<file path="config.mk">
export PLATFORM = sky130hd
export DESIGN_NAME = inst_fetch
export DESIGN_NICKNAME = d
export VERILOG_FILES = /design/src/rtl/inst_fetch.sv
export SDC_FILE = /design/constraint.sdc
export NUM_CORES = 1
export LEC_CHECK = 0
export ABC_AREA = 1
export BUFFER_PORTS_ARGS = -buffer_cell sky130_fd_sc_hd__buf_4
export CORE_MARGIN = 2
export CORE_UTILIZATION = 51
export CTS_BUF_LIST = sky130_fd_sc_hd__clkbuf_16
export CTS_CLUSTER_DIAMETER = 60
export DETAILED_ROUTE_END_ITERATION = 8
export GPL_TIMING_DRIVEN = 0
export PLACE_DENSITY = 0.69
export SLEW_MARGIN = 20
export SYNTH_ARGS = -nofsm -noshare
export SYNTH_HDL_FRONTEND = slang
export SYNTH_SLANG_ARGS = --single-unit
</file>
<file path="constraint.sdc">
create_clock -name i_clk -period 3.8 [get_ports i_clk]
set_clock_uncertainty 0.05 [all_clocks]
set_input_delay 0.57 -clock i_clk [delete_from_list [all_inputs] [get_ports i_clk]]
set_output_delay 0.57 -clock i_clk [all_outputs]
set_load 0.05 [all_outputs]
</file>
<file path="src/rtl/inst_fetch.sv">
// -----------------------------------------------------------------------------
// inst_fetch
//   Instruction fetch stage. Holds a small loadable instruction store and the
//   program counter. A prescaler paces issue slots, and one instruction is
//   presented at a time on a valid/ready handshake.
//
// Ports
//   i_clk          system clock, all state on rising edge
//   i_reset_n      asynchronous active-low reset
//   i_run          1 = issue instructions, 0 = halt after the current handshake
//   i_restart      pulse, clears the PC (IDLE only)
//   i_load_en      store write strobe (IDLE only)
//   i_load_addr    store write address
//   i_load_data    store write data
//   o_instruction  presented instruction, stable while o_inst_valid=1
//   o_inst_valid   instruction valid
//   i_inst_ready   consumer accepts the instruction this cycle
//   o_pc           address of the instruction presented / next to fetch
//   o_wrap         1-cycle pulse after the PC wraps DEPTH-1 -> 0
//
// States
//   state       | meaning
//   S_IDLE      | halted; store load and PC restart accepted here
//   S_WAIT_TICK | prescaler counting toward the next issue slot
//   S_PRESENT   | instruction on the output, waiting for the handshake
// -----------------------------------------------------------------------------
module inst_fetch #(
  parameter int DEPTH    = 8,
  parameter int AW       = 3,
  parameter int DW       = 8,
  parameter int TICK_DIV = 30000000
) (
  input  logic          i_clk,
  input  logic          i_reset_n,
  input  logic          i_run,
  input  logic          i_restart,
  input  logic          i_load_en,
  input  logic [AW-1:0] i_load_addr,
  input  logic [DW-1:0] i_load_data,
  output logic [DW-1:0] o_instruction,
  output logic          o_inst_valid,
  input  logic          i_inst_ready,
  output logic [AW-1:0] o_pc,
  output logic          o_wrap
);

  // A divide-by-one still needs a 1-bit counter; the compare value is then 0.
  localparam int PW = (TICK_DIV > 1) ? $clog2(TICK_DIV) : 1;
  localparam logic [PW-1:0] TICK_LAST = PW'(TICK_DIV - 1);
  localparam logic [AW-1:0] PC_LAST   = AW'(DEPTH - 1);

  typedef enum logic [1:0] {
    S_IDLE      = 2'd0,
    S_WAIT_TICK = 2'd1,
    S_PRESENT   = 2'd2
  } state_t;

  state_t        r_state, w_state_nxt;
  logic [AW-1:0] r_pc, w_pc_nxt;
  logic [PW-1:0] r_presc, w_presc_nxt;
  logic [DW-1:0] r_instr, w_instr_nxt;
  logic          r_valid, w_valid_nxt;
  logic          r_wrap, w_wrap_nxt;
  logic          w_mem_we;
  logic          w_tick;

  // Store contents survive reset so a loaded program can be rerun.
  logic [DW-1:0] r_mem [DEPTH];

  assign w_tick = (r_presc == TICK_LAST);

  always_comb begin
    w_state_nxt = r_state;
    w_pc_nxt    = r_pc;
    w_presc_nxt = r_presc;
    w_instr_nxt = r_instr;
    w_valid_nxt = r_valid;
    w_wrap_nxt  = 1'b0;
    w_mem_we    = 1'b0;

    case (r_state)
      S_IDLE: begin
        w_mem_we = i_load_en;
        if (i_restart) w_pc_nxt = '0;
        if (i_run) begin
          w_state_nxt = S_WAIT_TICK;
          w_presc_nxt = '0;
        end
      end

      S_WAIT_TICK: begin
        if (!i_run) begin
          w_state_nxt = S_IDLE;
          w_presc_nxt = '0;
        end else if (w_tick) begin
          w_instr_nxt = r_mem[r_pc];
          w_valid_nxt = 1'b1;
          w_presc_nxt = '0;
          w_state_nxt = S_PRESENT;
        end else begin
          w_presc_nxt = r_presc + 1'b1;
        end
      end

      S_PRESENT: begin
        // Prescaler stays frozen here; run only matters once the handshake
        // completes, so a presented instruction is never retracted.
        if (i_inst_ready) begin
          w_valid_nxt = 1'b0;
          w_pc_nxt    = r_pc + 1'b1;
          w_presc_nxt = '0;
          w_wrap_nxt  = (r_pc == PC_LAST);
          w_state_nxt = i_run ? S_WAIT_TICK : S_IDLE;
        end
      end

      default: begin
        w_state_nxt = S_IDLE;
        w_valid_nxt = 1'b0;
        w_presc_nxt = '0;
      end
    endcase
  end

  always_ff @(posedge i_clk or negedge i_reset_n) begin
    if (!i_reset_n) begin
      r_state <= S_IDLE;
      r_pc    <= '0;
      r_presc <= '0;
      r_instr <= '0;
      r_valid <= 1'b0;
      r_wrap  <= 1'b0;
    end else begin
      r_state <= w_state_nxt;
      r_pc    <= w_pc_nxt;
      r_presc <= w_presc_nxt;
      r_instr <= w_instr_nxt;
      r_valid <= w_valid_nxt;
      r_wrap  <= w_wrap_nxt;
    end
  end

  always_ff @(posedge i_clk) begin
    if (w_mem_we) r_mem[i_load_addr] <= i_load_data;
  end

  assign o_instruction = r_instr;
  assign o_inst_valid  = r_valid;
  assign o_pc          = r_pc;
  assign o_wrap        = r_wrap;

endmodule
</file>
==> flow_results.org <==
** Setup path
- The slowest stage of the critical path belongs to the cell sky130_fd_sc_hd__nor2_1.
- Arr. time, crit path :: 2.13 ns
- Highest cell delay on the worst timing path :: 0.71 ns
- Worst-path cell chain :: nor2_1, inv_1, nor2_1, nand2_1, nor2_1
- Endpoint kind of the worst setup timing path :: register
- Category of the worst setup path launch point :: register
- CP max FO :: 8
- Setup slack on the worst reg-to-reg path comes out at 1.59 ns.
- Data required time of the critical path :: around 3.7 ns
- The worst setup path is of the reg2reg kind.
- Most frequent cell on the critical path :: sky130_fd_sc_hd__nor2_1

** Hold path
- Path type of the worst min-delay path :: in2async

** Route
- Final Routed Wirelength :: roughly 12000 um
- Final routed wire length divided by cell count :: 16.4 um
- 1st-iter DRT viols :: about 380
- The routed layout has approximately 3800 vias.
- Number of nets with antenna violations after routing :: 0
- In the routed design, unresolved DRC markers number 0.
- The pre-antenna-repair detailed-routing pass consisted of 5 iterations.
- Post-detailed-route via-to-cell ratio :: between 5 and 6

** Yosys
- Yosys printed 0 warnings.
- Register area share after synthesis :: roughly three fifths
- Average size of a mapped cell :: between 9 and 10 sq um
- Number of standard cells after synthesis :: 533
- Yosys mapped the design onto 31 distinct sky130hd cell types.
- Mapped Area :: slightly below 0.005 sq mm
- Synthesis inferred ~100 register bits.
- Post-synth net total :: about 550

** Global routing
- Number of antenna violations at the first check in global routing :: 0
- Total routing usage reported by global routing :: between 20% and 30%
- Number of global-route vias before repair :: between 3000 and 4000
- Grt ovf :: 0
- The first global-routing pass estimated roughly 19000 um of wire.
- Entering global routing, the biggest net connects 41 pins.

** Placement
- Port Buf Inserts :: 28
- The congestion estimate from routability-driven global placement came to a little under 1.
- Post-DP HPWL :: roughly 8000 um

** Die
- The die is a little over 100 um tall.
- Pin placement for this block handled 30 I/O pins.
- Die Area :: around 0.011 sq mm
- Starting density of the core :: 53.1%
- The region available for standard cell placement spans around 0.0093 sq mm.
- The floorplan step set the die width to a little over 100 um.
- The floorplan has 35 rows.

** Power and ir drop
- Across the VDD grid, the largest voltage drop is about 0.50 mV.
- For this design the ratio of total power to cell area is 460 mW/mm^2.
- The analysis attributes to cell leakage a power of 0.00231 uW.

** STA
- For the finished layout, the period the worst path requires is 2.21 ns.
- Highest clock rate :: around 0.45 GHz
- The final critical path takes up between 50% and 60% of the cycle.
- RSZ-0062 raised after global routing :: no
- The hold violation count in the final report is 0.
- For the pin with the worst max-slew slack, the measured transition is 0.908 ns.
- Final sum of negative setup slack :: 0 ns
- The count of pins over their slew limit is 0.
- Setup violations remaining at the end of the flow were counted as 0.
- The worst pin sits at a relative slew slack of around two fifths.

** Clock network
- Clock tree from TritonCTS :: built
- Clock tree synthesis selected as its root buffer the cell sky130_fd_sc_hd__clkbuf_16.
- Hold bufs inserted after CTS :: 0
- Clock-pin slew reported for the worst setup and hold paths after clock tree synthesis :: approximately 0.07 ns
- Resized Gates After CTS :: 0
- The later pin in the worst-skew pair is clocked with a latency of ~0.35 ns.
- CTS HTree Levels :: 3
- Number of clock sinks :: around 100
- The clock passes through at most 2 buffers.
- Clock tree synthesis inserted a total of 9 buffers.
- After clock tree synthesis, the setup repair step added 0 buffers.

** Finish
- The post-route netlist has 15.1% of its cells at a drive strength greater than 1.
- Cells fill roughly three fifths of the core in the end.
- Diode count :: 0
- In the final design database the tool counted 592 nets.
- From synthesis to final layout, the design area changed by 14.1%.

** Flow run
- Across the run, the number of max-cap violations was 0.

** Run status
- Result of the run :: finished clean
==> flip-flops by register name (all words and copies together), names as in the netlist <==
name           flops
o_pc               3
r_mem             64
r_state            2
o_wrap             1
r_presc           25
o_instruction      8
o_inst_valid       1
==> logic make-up (layout without fill, tap and decap cells) <==
group / Yosys count / in the layout / synth area share, %
xor gates and xnor gates: 10 / 10 / 1.77
and+or+nand+nor: 277 / 277 / 24.6
adders and majority gates: 3 / 3 / 0.758
AOI/OAI and AO/OA: 72 / 72 / 7.68
DFF: 104 / 104 / 59.0
buffers and inverters: 67 / 111 / 6.14
==> placed cells by master, fill, tap and decap left out, types with 2 or more instances in the layout <==
cell and instances:
sky130_fd_sc_hd__xor2_1 7, sky130_fd_sc_hd__nand2_4 2, sky130_fd_sc_hd__nor2_2 14, sky130_fd_sc_hd__clkinv_8 2
sky130_fd_sc_hd__buf_4 28, sky130_fd_sc_hd__ha_1 3, sky130_fd_sc_hd__dfrtp_1 40, sky130_fd_sc_hd__nor3_1 6
sky130_fd_sc_hd__nor2_1 95, sky130_fd_sc_hd__inv_4 3, sky130_fd_sc_hd__o21ai_0 52, sky130_fd_sc_hd__o22ai_1 9
sky130_fd_sc_hd__clkbuf_16 9, sky130_fd_sc_hd__nand2_1 119, sky130_fd_sc_hd__o21ai_1 8, sky130_fd_sc_hd__inv_2 4
sky130_fd_sc_hd__clkbuf_1 5, sky130_fd_sc_hd__nor2_4 3, sky130_fd_sc_hd__edfxtp_1 64, sky130_fd_sc_hd__inv_8 2
sky130_fd_sc_hd__xnor2_1 3, sky130_fd_sc_hd__buf_6 3, sky130_fd_sc_hd__buf_2 5, sky130_fd_sc_hd__nand2_2 4
sky130_fd_sc_hd__nand3_1 21, sky130_fd_sc_hd__inv_1 45, sky130_fd_sc_hd__nand4_1 10
==> synth_stat cells, drive strengths merged <==
cell	n	share of area, %
clkinv	1	0.076
o22ai	9	1.1
buf	9	1.6
o31ai	1	0.15
dfrtp	40	20
nor3	7	0.81
xor2	7	1.2
clkbuf	5	0.38
nor2	113	10
inv	52	4.1
ha	3	0.76
nand2	125	10
xnor2	3	0.53
nand4	10	1.3
edfxtp	64	39
nand3	22	2.5
o21ai	61	6.2
o21bai	1	0.15
==> power breakdown <==
group	internal, uW	switching, uW	total (uW)
Combinational	99.9	231	331
Sequential	1250	34.6	1280
Clock	533	454	986
==> worst paths after layout <==
kind	end	cells past startpoint	start
hold reg to reg	o_inst_valid	2	o_inst_valid
hold / removal	r_presc[19]	1	i_reset_n
setup / recovery	r_mem[7][0]	5	r_state[0]
min in group i_clk	r_mem[0][2]	1	i_load_data[2]
setup reg to reg	r_mem[7][0]	5	r_state[0]
max in group asynchronous	o_instruction[1]	1	i_reset_n
==> worst max-delay path: cells and delay by family, from the launching register on <==
family | cells | cell delay, ns
DFF | 1 | 0.44
and+or+nand+nor | 4 | 1.24
buffers and inverters | 1 | 0.10
==> cell type report <==
type / instances / area [sq um]
Tap cell: 129 / 161
Fill cell: 792 / 3680
Buffer: 14 / 97.6
Clock inverter: 7 / 101
Clock buffer: 9 / 225
Timing Repair Buffer: 28 / 210
Inverter: 53 / 206
Sequential cell: 104 / 2920
Multi-Input combinational cell: 362 / 1720
==> metal layers <==
metal | GRT usage (%) | vias up | routed length, um
li1 | - | 1831 | -
met3 | 5.22 | 17 | 1130
met5 | 0 | - | 0
met1 | 37.6 | 1771 | 5280
met2 | 33.7 | 195 | 5030
met4 | 8.51 | 0 | 153
==> per-stage QoR <==
stage / cells / power, uW / instance area (sq um) / setup WS, ns / hold WS (ns)
after global placement: 690 / 1630 / 5320 / 1.65 / 0.419
final: 706 / 2600 / 5650 / 1.59 / 0.145
after detailed placement: 690 / 1640 / 5320 / 1.55 / 0.422
after global routing: 706 / 2690 / 5650 / 1.43 / 0.183
after floorplan: 533 / 1530 / 4950 / 2.14 / 0.224
after CTS: 706 / 2610 / 5650 / 1.55 / 0.161
No activity file was read; power rests on OpenSTA's default activity.
